===== config.mk =====
export PLATFORM = sky130hd
export DESIGN_NAME = dma_controlador_flat
export DESIGN_NICKNAME = d
export VERILOG_FILES = /design/src/rtl/dma_controlador_if.sv /design/src/rtl/dma_controlador.sv /design/src/flat_wrapper.sv
export SDC_FILE = /design/constraint.sdc
export NUM_CORES = 1
export LEC_CHECK = 0
export BUFFER_PORTS_ARGS = -buffer_cell sky130_fd_sc_hd__buf_2
export CAP_MARGIN = 20
export CORE_MARGIN = 3
export CORE_UTILIZATION = 49
export DETAILED_ROUTE_END_ITERATION = 12
export PLACE_DENSITY = 0.8
export SLEW_MARGIN = 20
export SYNTH_ARGS = -nofsm -noshare
export SYNTH_HDL_FRONTEND = slang
export SYNTH_SLANG_ARGS = --single-unit

===== constraint.sdc =====
create_clock -name clk -period 2.1 [get_ports clk]
set_input_delay 0.105 -clock clk [delete_from_list [all_inputs] [get_ports clk]]
set_output_delay 0.105 -clock clk [all_outputs]
set_load 0.1 [all_outputs]

===== src/rtl/dma_controlador_if.sv =====
// Bus-arbitration and memory-handshake bundle for dma_controlador.
// master: the DMA engine (drives requests, addresses and write data).
// slave : the CPU/memory side (drives grant, acks and read data).
interface dma_controlador_if #(
   parameter int ANCHO_DATOS = 32,
   parameter int ANCHO_DIR   = 8
);
   logic                   bus_req;
   logic                   bus_grant;
   logic                   lee_req;
   logic [ANCHO_DIR-1:0]   lee_dir;
   logic                   lee_ack;
   logic [ANCHO_DATOS-1:0] lee_datos;
   logic                   esc_req;
   logic [ANCHO_DIR-1:0]   esc_dir;
   logic [ANCHO_DATOS-1:0] esc_datos;
   logic                   esc_ack;

   modport master (
      output bus_req, lee_req, lee_dir, esc_req, esc_dir, esc_datos,
      input  bus_grant, lee_ack, lee_datos, esc_ack
   );

   modport slave (
      input  bus_req, lee_req, lee_dir, esc_req, esc_dir, esc_datos,
      output bus_grant, lee_ack, lee_datos, esc_ack
   );
endinterface


===== src/rtl/dma_controlador.sv =====
// dma_controlador: word-at-a-time DMA transfer engine.
// Takes a descriptor (source, destination, count), requests the bus, then
// for each word reads memory, latches the word and writes it out.
// Optional feature macro: DMA_TIMEOUT_EN -- adds an 8-bit watchdog that
// aborts a transfer (error pulse) after 255 cycles waiting on an ack.
module dma_controlador #(
   parameter int ANCHO_DATOS = 32,
   parameter int ANCHO_DIR   = 8,
   parameter int ANCHO_CONT  = 8
) (
   input  logic                  clk,
   input  logic                  reset,
   input  logic                  inicio,
   input  logic [ANCHO_DIR-1:0]  dir_origen,
   input  logic [ANCHO_DIR-1:0]  dir_destino,
   input  logic [ANCHO_CONT-1:0] cantidad,
   output logic                  ocupado,
   output logic                  listo,
   output logic                  error,
   output logic [ANCHO_CONT-1:0] transferidas,
   dma_controlador_if.master     bus
);

   typedef enum logic [2:0] {
      REPOSO,
      PIDE_BUS,
      LEE,
      ESCRIBE,
      FIN
   } estado_t;

   estado_t                estado;
   estado_t                estado_sig;
   logic [ANCHO_DIR-1:0]   origen;
   logic [ANCHO_DIR-1:0]   destino;
   logic [ANCHO_CONT-1:0]  restante;
   logic [ANCHO_DATOS-1:0] dato;
   logic                   expira;   // watchdog fires on this edge

   // State register.
   // NOTE: reset is synchronous and active-high, so it lives inside the
   // clocked branch rather than in the sensitivity list.
   always_ff @(posedge clk) begin
      if (reset) estado <= REPOSO;
      else       estado <= estado_sig;
   end

   // Next-state decode and per-state handshake outputs.
   always_comb begin
      // NOTE: every signal gets a default before the case so no path
      // leaves one unassigned, which would otherwise infer a latch.
      estado_sig  = estado;
      ocupado     = 1'b0;
      listo       = 1'b0;
      bus.bus_req = 1'b0;
      bus.lee_req = 1'b0;
      bus.esc_req = 1'b0;
      unique case (estado)
         REPOSO: begin
            if (inicio)
               estado_sig = (cantidad == '0) ? FIN : PIDE_BUS;
         end
         PIDE_BUS: begin
            ocupado     = 1'b1;
            bus.bus_req = 1'b1;
            if (bus.bus_grant) estado_sig = LEE;
         end
         LEE: begin
            ocupado     = 1'b1;
            bus.bus_req = 1'b1;
            bus.lee_req = 1'b1;
            if (bus.lee_ack)  estado_sig = ESCRIBE;
            else if (expira)  estado_sig = REPOSO;
         end
         ESCRIBE: begin
            ocupado     = 1'b1;
            bus.bus_req = 1'b1;
            bus.esc_req = 1'b1;
            if (bus.esc_ack) begin
               // Grant is only re-examined here, at the word boundary.
               if (restante == ANCHO_CONT'(1)) estado_sig = FIN;
               else if (bus.bus_grant)         estado_sig = LEE;
               else                            estado_sig = PIDE_BUS;
            end else if (expira) begin
               estado_sig = REPOSO;
            end
         end
         FIN: begin
            listo      = 1'b1;
            estado_sig = REPOSO;
         end
         default: estado_sig = REPOSO;
      endcase
   end

   // Addresses and data come straight from registers, so they stay stable
   // for as long as the matching request is held.
   assign bus.lee_dir   = origen;
   assign bus.esc_dir   = destino;
   assign bus.esc_datos = dato;

   // Descriptor, word latch and progress counters.
   always_ff @(posedge clk) begin
      if (reset) begin
         origen       <= '0;
         destino      <= '0;
         restante     <= '0;
         dato         <= '0;
         transferidas <= '0;
      end else begin
         // NOTE: sequential state uses non-blocking assignments so every
         // register samples pre-edge values regardless of statement order.
         unique case (estado)
            REPOSO: begin
               if (inicio) begin
                  origen       <= dir_origen;
                  destino      <= dir_destino;
                  restante     <= cantidad;
                  transferidas <= '0;
               end
            end
            LEE: begin
               if (bus.lee_ack) dato <= bus.lee_datos;
            end
            ESCRIBE: begin
               if (bus.esc_ack) begin
                  origen       <= origen + ANCHO_DIR'(1);
                  destino      <= destino + ANCHO_DIR'(1);
                  restante     <= restante - ANCHO_CONT'(1);
                  transferidas <= transferidas + ANCHO_CONT'(1);
               end
            end
            default: ;
         endcase
      end
   end

`ifdef DMA_TIMEOUT_EN
   logic [7:0] vigia;
   logic       error_q;

   // The 255th consecutive stalled cycle is the one where vigia reads 254.
   assign expira = (vigia == 8'd254) &&
                   (((estado == LEE)     && !bus.lee_ack) ||
                    ((estado == ESCRIBE) && !bus.esc_ack));
   assign error  = error_q;

   // Watchdog: counts stalled handshake cycles, cleared on any state change.
   always_ff @(posedge clk) begin
      if (reset) begin
         vigia   <= '0;
         error_q <= 1'b0;
      end else begin
         error_q <= expira;
         if ((estado_sig != estado) || !((estado == LEE) || (estado == ESCRIBE)))
            vigia <= '0;
         else
            vigia <= vigia + 8'd1;
      end
   end
`else
   assign expira = 1'b0;
   assign error  = 1'b0;
`endif

endmodule


===== src/flat_wrapper.sv =====
// flat-port wrapper written by rule: the top's interface ports become plain ports
module dma_controlador_flat 
#(
   parameter int ANCHO_DATOS = 32,
   parameter int ANCHO_DIR   = 8,
   parameter int ANCHO_CONT  = 8
)
  (clk, reset, inicio, dir_origen, dir_destino, cantidad, ocupado, listo, error, transferidas, bus_bus_req, bus_lee_req, bus_lee_dir, bus_esc_req, bus_esc_dir, bus_esc_datos, bus_bus_grant, bus_lee_ack, bus_lee_datos, bus_esc_ack);
  dma_controlador_if #(.ANCHO_DATOS(ANCHO_DATOS), .ANCHO_DIR(ANCHO_DIR)) bus_i ();
  input  logic clk;
  input  logic reset;
  input  logic inicio;
  input  logic [ANCHO_DIR-1:0] dir_origen;
  input  logic [ANCHO_DIR-1:0] dir_destino;
  input  logic [ANCHO_CONT-1:0] cantidad;
  output logic ocupado;
  output logic listo;
  output logic error;
  output logic [ANCHO_CONT-1:0] transferidas;
  output wire logic [$bits(bus_i.bus_req)-1:0] bus_bus_req;
  output wire logic [$bits(bus_i.lee_req)-1:0] bus_lee_req;
  output wire logic [$bits(bus_i.lee_dir)-1:0] bus_lee_dir;
  output wire logic [$bits(bus_i.esc_req)-1:0] bus_esc_req;
  output wire logic [$bits(bus_i.esc_dir)-1:0] bus_esc_dir;
  output wire logic [$bits(bus_i.esc_datos)-1:0] bus_esc_datos;
  input wire logic [$bits(bus_i.bus_grant)-1:0] bus_bus_grant;
  input wire logic [$bits(bus_i.lee_ack)-1:0] bus_lee_ack;
  input wire logic [$bits(bus_i.lee_datos)-1:0] bus_lee_datos;
  input wire logic [$bits(bus_i.esc_ack)-1:0] bus_esc_ack;
  assign bus_bus_req = bus_i.bus_req;
  assign bus_lee_req = bus_i.lee_req;
  assign bus_lee_dir = bus_i.lee_dir;
  assign bus_esc_req = bus_i.esc_req;
  assign bus_esc_dir = bus_i.esc_dir;
  assign bus_esc_datos = bus_i.esc_datos;
  assign bus_i.bus_grant = bus_bus_grant;
  assign bus_i.lee_ack = bus_lee_ack;
  assign bus_i.lee_datos = bus_lee_datos;
  assign bus_i.esc_ack = bus_esc_ack;
  dma_controlador #(.ANCHO_DATOS(ANCHO_DATOS), .ANCHO_DIR(ANCHO_DIR), .ANCHO_CONT(ANCHO_CONT)) u_core (.clk(clk), .reset(reset), .inicio(inicio), .dir_origen(dir_origen), .dir_destino(dir_destino), .cantidad(cantidad), .ocupado(ocupado), .listo(listo), .error(error), .transferidas(transferidas), .bus(bus_i));
endmodule

==> results of run 1 <==
-- cell type report --
| cell class | count | area [sq um] | area share [%] |
|---|---|---|---|
| multi-input combinational | 299 | 1673 | 38.81 |
| tap | 75 | 93.84 | 2.177 |
| clock buffer | 10 | 127.6 | 2.961 |
| clock inverter | 6 | 65.06 | 1.509 |
| sequential | 67 | 1341 | 31.12 |
| inverter | 11 | 41.29 | 0.9579 |
| timing repair buffer | 158 | 968.4 | 22.47 |
-- layout by cell type (no fill, tap or decap), types with 3 or more instances in the layout --
cell type      Yosys  routed
a211oi_1           6       6
a21oi_1           61      61
a311oi_1           3       3
a32oi_1            3       3
and2_1             5       5
and3_1             5       5
and4_1             4       4
buf_2             10     121
buf_4              3      11
clkbuf_8           0       9
dfxtp_1           67      67
dlygate4sd3_1      0      24
ha_1               5       5
inv_1             11      11
nand2_1           85      85
nand3_1           15      15
nand4_1            3       3
nor2_1            28      27
nor2b_1            3       3
nor3_1             8       8
nor3b_1            4       4
o21ai_0           14      14
o21ai_1            3       3
o31a_1             5       5
o32ai_1            7       7
xnor2_1            3       3
-- cell families after synthesis --
group           Yosys count  synth area share [%]
simple gates            171                 25.83
fa+ha+maj                 5                 1.948
compound gates          114                 21.78
buf+inv                  40                 6.233
xor+xnor                  5                 1.364
flops                    67                 41.76
other cells               1                0.1168
mux                       3                0.9739
-- worst max-delay path, stage by stage (launching register included) --
cell	delay, ns
dfxtp_1	0.39
or4b_1	0.71
nand2_8	0.22
nand2b_1	0.26
o32ai_1	0.20
-- sequential cells by signal (all words and copies together), names as in the netlist --
signal / cells
u_core.restante: 8
u_core.estado: 3
u_core.bus.esc_datos: 32
u_core.bus.lee_dir: 8
u_core.bus.esc_dir: 8
u_core.transferidas: 8
-- through the flow --
| stage | util, % | power, mW | hold slack [ns] |
|---|---|---|---|
| floorplan | - | 2.063 | 0.1810 |
| global placement | 63.24 | 2.230 | 0.3455 |
| detailed placement | 63.24 | 2.242 | 0.3524 |
| CTS | 70.31 | 3.325 | 0.001977 |
| global route | 70.31 | 3.440 | 0.007546 |
| finish | 70.31 | 3.303 | 0.01083 |
-- per-layer routing --
metal	global-route usage [%]	wire length, um	up-vias
li1	-	-	1715
met1	29.20	3715	1582
met2	39.27	4314	117
met3	3.406	499	19
met4	11.61	235	0
met5	0	0	-
-- final timing paths --
path | endpoint | slack (ns)
min reg2reg | u_core.bus.esc_datos[2] | 0.45
min | u_core.bus.esc_datos[14] | 0.01
max | u_core.bus.esc_dir[5] | 0.22
max reg2reg | u_core.bus.esc_dir[5] | 0.22
-- report_power, final --
group | switching (mW) | internal (mW)
registers | 0.0620 | 1.33
clock network | 0.498 | 0.551
logic | 0.629 | 0.231
==> summary.md, run 1 <==
| Metric | Value |
|---|---|
| Outcome | `completed` |
| Register area share after synthesis | `41.76%` |
| FP Rows | `28` |
| Post-DRT Antenna Nets | `0` |
| Top post-synthesis cells by area | `dfxtp_1 (42%), nand2_1 (9.9%), a21oi_1 (9.5%)` |
| Clk_lat worst skew | `0.33 ns` |
| Setup Crit Path Kind | `flop to flop` |
| Final min period | `1.876 ns` |
| Drt drc | `0` |
| Synthesis-to-layout area growth | `34.20%` |
| Die height | `86.96 um` |
| Htree depth | `3` |
| CP startpoint | `u_core.estado[1]` |
| Clk buf depth | `2` |
| Synth warn | `0` |
| Post-synth top area cell | `dfxtp_1` |
| Hold path startpoint | `bus_lee_datos[14]` |
| Synth Net Count | `473` |
| Async S/R FF share, synth | `0%` |
| Initial core utilization | `52.39%` |
| Fin. Hold Viols | `0` |
| Worst slew margin | `between 60% and 70%` |
| Crit path arrival time | `2.11 ns` |
| Post-synth top area share | `41.76%` |
| Max-slew violations | `0` |
| Placed cells | `586` |
| Fmax | `about 530 MHz` |
| Dpl hpwl | `5.941 mm` |
| Design Area, Final | `4310 sq um` |
| Post-synth EDFFs | `0` |
| Detailed Route Iter0 Violations | `175` |
| Clock slew at reported path FFs | `0.07 ns` |
| GPL Wtd Cong | `0.8746` |
| Routed WL per cell | `~14 um` |
| Worst Setup End Kind | `flop` |
| Cts bufs inserted | `9` |
| Post-Synthesis Cells | `~400` |
| WHS Path Cells | `3` |
| Io pins | `between 100 and 150` |
| Die area | `approximately 7600 sq um` |
| Final wirelength | `8.765 mm` |
| RSZ-0062 raised after global routing | `false` |
| Vias | `3433` |
| Initial antenna violation count | `0` |
| Die width | `86.96 um` |
| Via density | `5.484` |
| TritonCTS clock tree | `built` |
| Flops & latches, synth | `67` |
| Final Setup Violations | `0` |
| Layout Cells excl Fill | `626` |
| Least-Margin Pin Slew | `roughly 0.53 ns` |
| Core ar. | `6131 sq um` |
| GRT Residual Overflow | `0` |
| Data required, critical path | `2.34 ns` |
| Dpl ws | `0.2317 ns` |
| Clk root buf | `clkbuf_8` |
| Post-CTS setup repair buffer count | `0` |
| Critical Path Source Type | `flop` |
| Critical Path Fanout Max | `18` |
| Count leader, synth | `nand2_1` |
| # hold bufs at CTS | `24` |
| First-pass GRT wire length | `14.32 mm` |
| Cell Area, Synth | `about 3200 sq um` |
| Pin count of the biggest net entering global routing | `46` |
| Worst-case reg-to-reg path depth | `4` |
| Ys flop type | `dfxtp_1` |
| Fin nets | `613` |
| Dpl cell area | `between 3000 and 4000 sq um` |
| GRT Total Usage | `around a quarter` |
| Post-route setup TNS | `0 ns` |
| Ant diodes | `0` |
| Post-route setup slack | `0.2235 ns` |
| Post-synth cell types | `just over 50` |
| Peak VDD IR | `between 0.0004 and 0.0005 V` |
| Clock skew | `0.007175 ns` |
| Worst hold path type | `input port to flop` |
| Tcrit/Tclk final | `89.36%` |
| Clk sinks | `67` |
| Power density cells | `766.4 nW/um^2` |
| Layout cell share with drive strength beyond 1 | `28.86%` |
| Post-cts repair resize count | `0` |
| Max-cap viol count | `0` |
| Port-buffer cells | `122` |
| Post-Syn Area per Cell | `a little under 8 sq um` |
| Pre-antenna DRT Iters | `4` |
| Reg2Reg Launch Point | `u_core.estado[1]` |
| Static Leak | `1.887 nW` |
| Fillers | `503` |
| Vias in the first global route | `3217` |
| Post-synth top cells | `nand2_1 (85), dfxtp_1 (67), a21oi_1 (61), nor2_1 (28), nand3_1 (15)` |
(Power assumes the default switching activity.)
==> inputs of run 2 (changes only) <==
--- a/config.mk
+++ b/config.mk
@@ -11,6 +11,7 @@
 export CORE_UTILIZATION = 49
 export DETAILED_ROUTE_END_ITERATION = 12
 export PLACE_DENSITY = 0.8
+export RECOVER_POWER = 25
 export SLEW_MARGIN = 20
 export SYNTH_ARGS = -nofsm -noshare
 export SYNTH_HDL_FRONTEND = slang
==> constraint.sdc (replaced) <==
create_clock -name clk -period 1.8 [get_ports clk]
set_input_delay 0.09 -clock clk [delete_from_list [all_inputs] [get_ports clk]]
set_output_delay 0.09 -clock clk [all_outputs]
set_load 0.1 [all_outputs]
==> run 2 against run 1 <==
Net effect:
- power up 26%
- clock power grew 42%
- wire length grew 8.3%
- register-to-register slack lost 0.13 ns
- clock-buffer cell count shrank 1
- sequential share of layout area decreased by 1.1 points
- critical path type unchanged
- critical endpoint unchanged
==> summary.md, run 2 (synthesized netlist as in run 1, its figures left out) <==
| Metric | Value |
|---|---|
| Pin count of the biggest net entering global routing | `33 (-28%)` |
| Clk buf depth | `2 (unchanged)` |
| Clock slew at reported path FFs | `0.07 ns (about the same)` |
| Final wirelength | `9.491 mm (+8.3%)` |
| Commonest cells after routing, fill and taps aside | `buf_2 (88), nand2_1 (85), a21oi_1 (61)` |
| Routed WL per cell | `14.90 um (+6.4%)` |
| RSZ-0062 raised after global routing | `false` |
| Port-buffer cells | `122 (unchanged)` |
| Fin nets | `625 (+2.0%)` |
| Fmax | `585.0 MHz (+9.8%)` |
| Commonest non-fill, non-tap cell in the layout | `buf_2` |
| Cts bufs inserted | `9 (unchanged)` |
| Max-slew violations | `0 (unchanged)` |
| Vias | `3516 (+2.4%)` |
| Via density | `5.520 (+0.65%)` |
| GRT Total Usage | `25.55% (+2.1 points)` |
| Post-route setup slack | `0.09060 ns (-0.1329 ns)` |
| Worst slew margin | `62.81% (-1.9 points)` |
| Critical Path Source Type | `flop` |
| Least-Margin Pin Slew | `0.5602 ns (+0.03508 ns)` |
| Clock skew | `0.008569 ns (+0.001394 ns)` |
| Max FFs per register | `32 (unchanged)` |
| Worst-case reg-to-reg path depth | `4 (unchanged)` |
| Htree depth | `3 (unchanged)` |
| GPL Wtd Cong | `0.8481 (-3.0%)` |
| Vias in the first global route | `3347 (+4.0%)` |
| Die width | `86.96 um (unchanged)` |
| Dpl ws | `0.01426 ns (-0.2174 ns)` |
| Data required, critical path | `2.02 ns (-0.32 ns)` |
| WHS Path Cells | `3 (unchanged)` |
| Fin. Hold Viols | `0 (unchanged)` |
| Grt peak-use layer | `met2` |
| Pre-antenna DRT Iters | `4 (unchanged)` |
| Setup Crit Path Kind | `flop to flop` |
| Ant diodes | `0 (unchanged)` |
| Overall Power | `4.174 mW (+26%)` |
| GR Util met3 | `4.447% (+1.0 points)` |
| Power density cells | `925.1 nW/um^2 (+21%)` |
| Drt drc | `0 (unchanged)` |
| Post-route setup TNS | `0 ns (unchanged)` |
| Detailed Route Iter0 Violations | `187 (+6.9%)` |
| GRT Residual Overflow | `0 (unchanged)` |
| Die area | `7562 sq um (unchanged)` |
| Crit path arrival time | `1.93 ns (-0.18 ns)` |
| Dpl hpwl | `6.306 mm (+6.1%)` |
| Synthesis-to-layout area growth | `40.48%` |
| Clk_lat worst skew | `0.33 ns (about the same)` |
| GR Util met1 | `31.69% (+2.5 points)` |
| Worst Setup End Kind | `flop` |
| Peak VDD IR | `0.0005806 V (+22%)` |
| FP Rows | `28 (unchanged)` |
| Critical Path Fanout Max | `10 (-8)` |
| Post-DRT Antenna Nets | `0 (unchanged)` |
| Layout cell share with drive strength beyond 1 | `31.67% (+2.8 points)` |
| Core ar. | `6131 sq um (unchanged)` |
| TritonCTS clock tree | `built` |
| Static Leak | `1.968 nW (+4.3%)` |
| Fillers | `475 (-5.6%)` |
| Met2 Usage GRT | `43.13% (+3.9 points)` |
| Clk root buf | `clkbuf_8` |
| Final min period | `1.709 ns (-0.1671 ns)` |
| Die height | `86.96 um (unchanged)` |
| Tcrit/Tclk final | `94.97% (+5.6 points)` |
| Final Setup Violations | `0 (unchanged)` |
| Io pins | `124 (unchanged)` |
| Clk sinks | `67 (unchanged)` |
| Initial core utilization | `52.39% (unchanged)` |
| Outcome | `completed` |
| Worst hold path type | `input port to flop` |
| Initial antenna violation count | `0 (unchanged)` |
| Fin util | `73.59% (+3.3 points)` |
| Max-cap viol count | `0 (unchanged)` |
| First-pass GRT wire length | `15.43 mm (+7.7%)` |
| R2R Setup Slk | `0.09 ns (-0.13 ns)` |
==> run 2: metal layers <==
metal	vias to the layer above	wire length [um]
li1	1728	-
met1	1620	3869
met2	139	4754
met3	29	591
met4	0	276
met5	-	0
==> run 2: timing repair <==
| item | in CTS | in global routing |
|---|---|---|
| setup endpoints to repair | 3 | 4 |
| buffers inserted | 0 | 0 |
| hold buffers | 30 | 0 |
| pin swaps | 0 | 0 |
| gates resized for setup | 2 | 5 |
| endpoints found under the hold margin | 30 | 0 |
==> run 2: area by class of cell <==
| cell class | count | area (sq um) | area share (%) |
|---|---|---|---|
| Inverter | 11 | 41.29 | 0.9151 |
| Timing Repair Buffer | 170 | 1084 | 24.02 |
| Clock inverter | 6 | 115.1 | 2.551 |
| Sequential cell | 67 | 1355 | 30.03 |
| Clock buffer | 9 | 123.9 | 2.745 |
| Multi-Input combinational cell | 299 | 1699 | 37.66 |
| Tap cell | 75 | 93.84 | 2.080 |
==> run 2: path summary, 6_finish.rpt <==
kind / start / endpoint
worst max-delay path: u_core.estado[2] / u_core.bus.esc_dir[5]
worst min register to register: u_core.bus.esc_datos[6] / u_core.bus.esc_datos[6]
worst max register to register: u_core.estado[2] / u_core.bus.esc_dir[5]
worst min-delay path: bus_lee_datos[3] / u_core.bus.esc_datos[3]
==> run 2: power breakdown <==
group	total, mW	leakage, nW	internal [mW]	switching, mW
registers	1.63	0.550	1.56	0.0758
clock network	1.49	0.115	0.917	0.577
logic	1.05	1.30	0.295	0.751
==> run 2: metrics by stage <==
stage	std cells	hold WS (ns)	cell area [sq um]
5_1_grt	637	0.01496	4512
2_1_floorplan	406	0.1660	3233
4_1_cts	637	0.001523	4488
3_5_place_dp	592	0.3372	3941
6_report	637	0.01473	4512
3_3_place_gp	592	0.3304	3941
==> run 2: critical path: stages (launching register included) <==
cell and delay, ns:
dfxtp_1 0.33, or4b_4 0.63, nand2_8 0.13, nand2b_1 0.26, o32ai_1 0.24
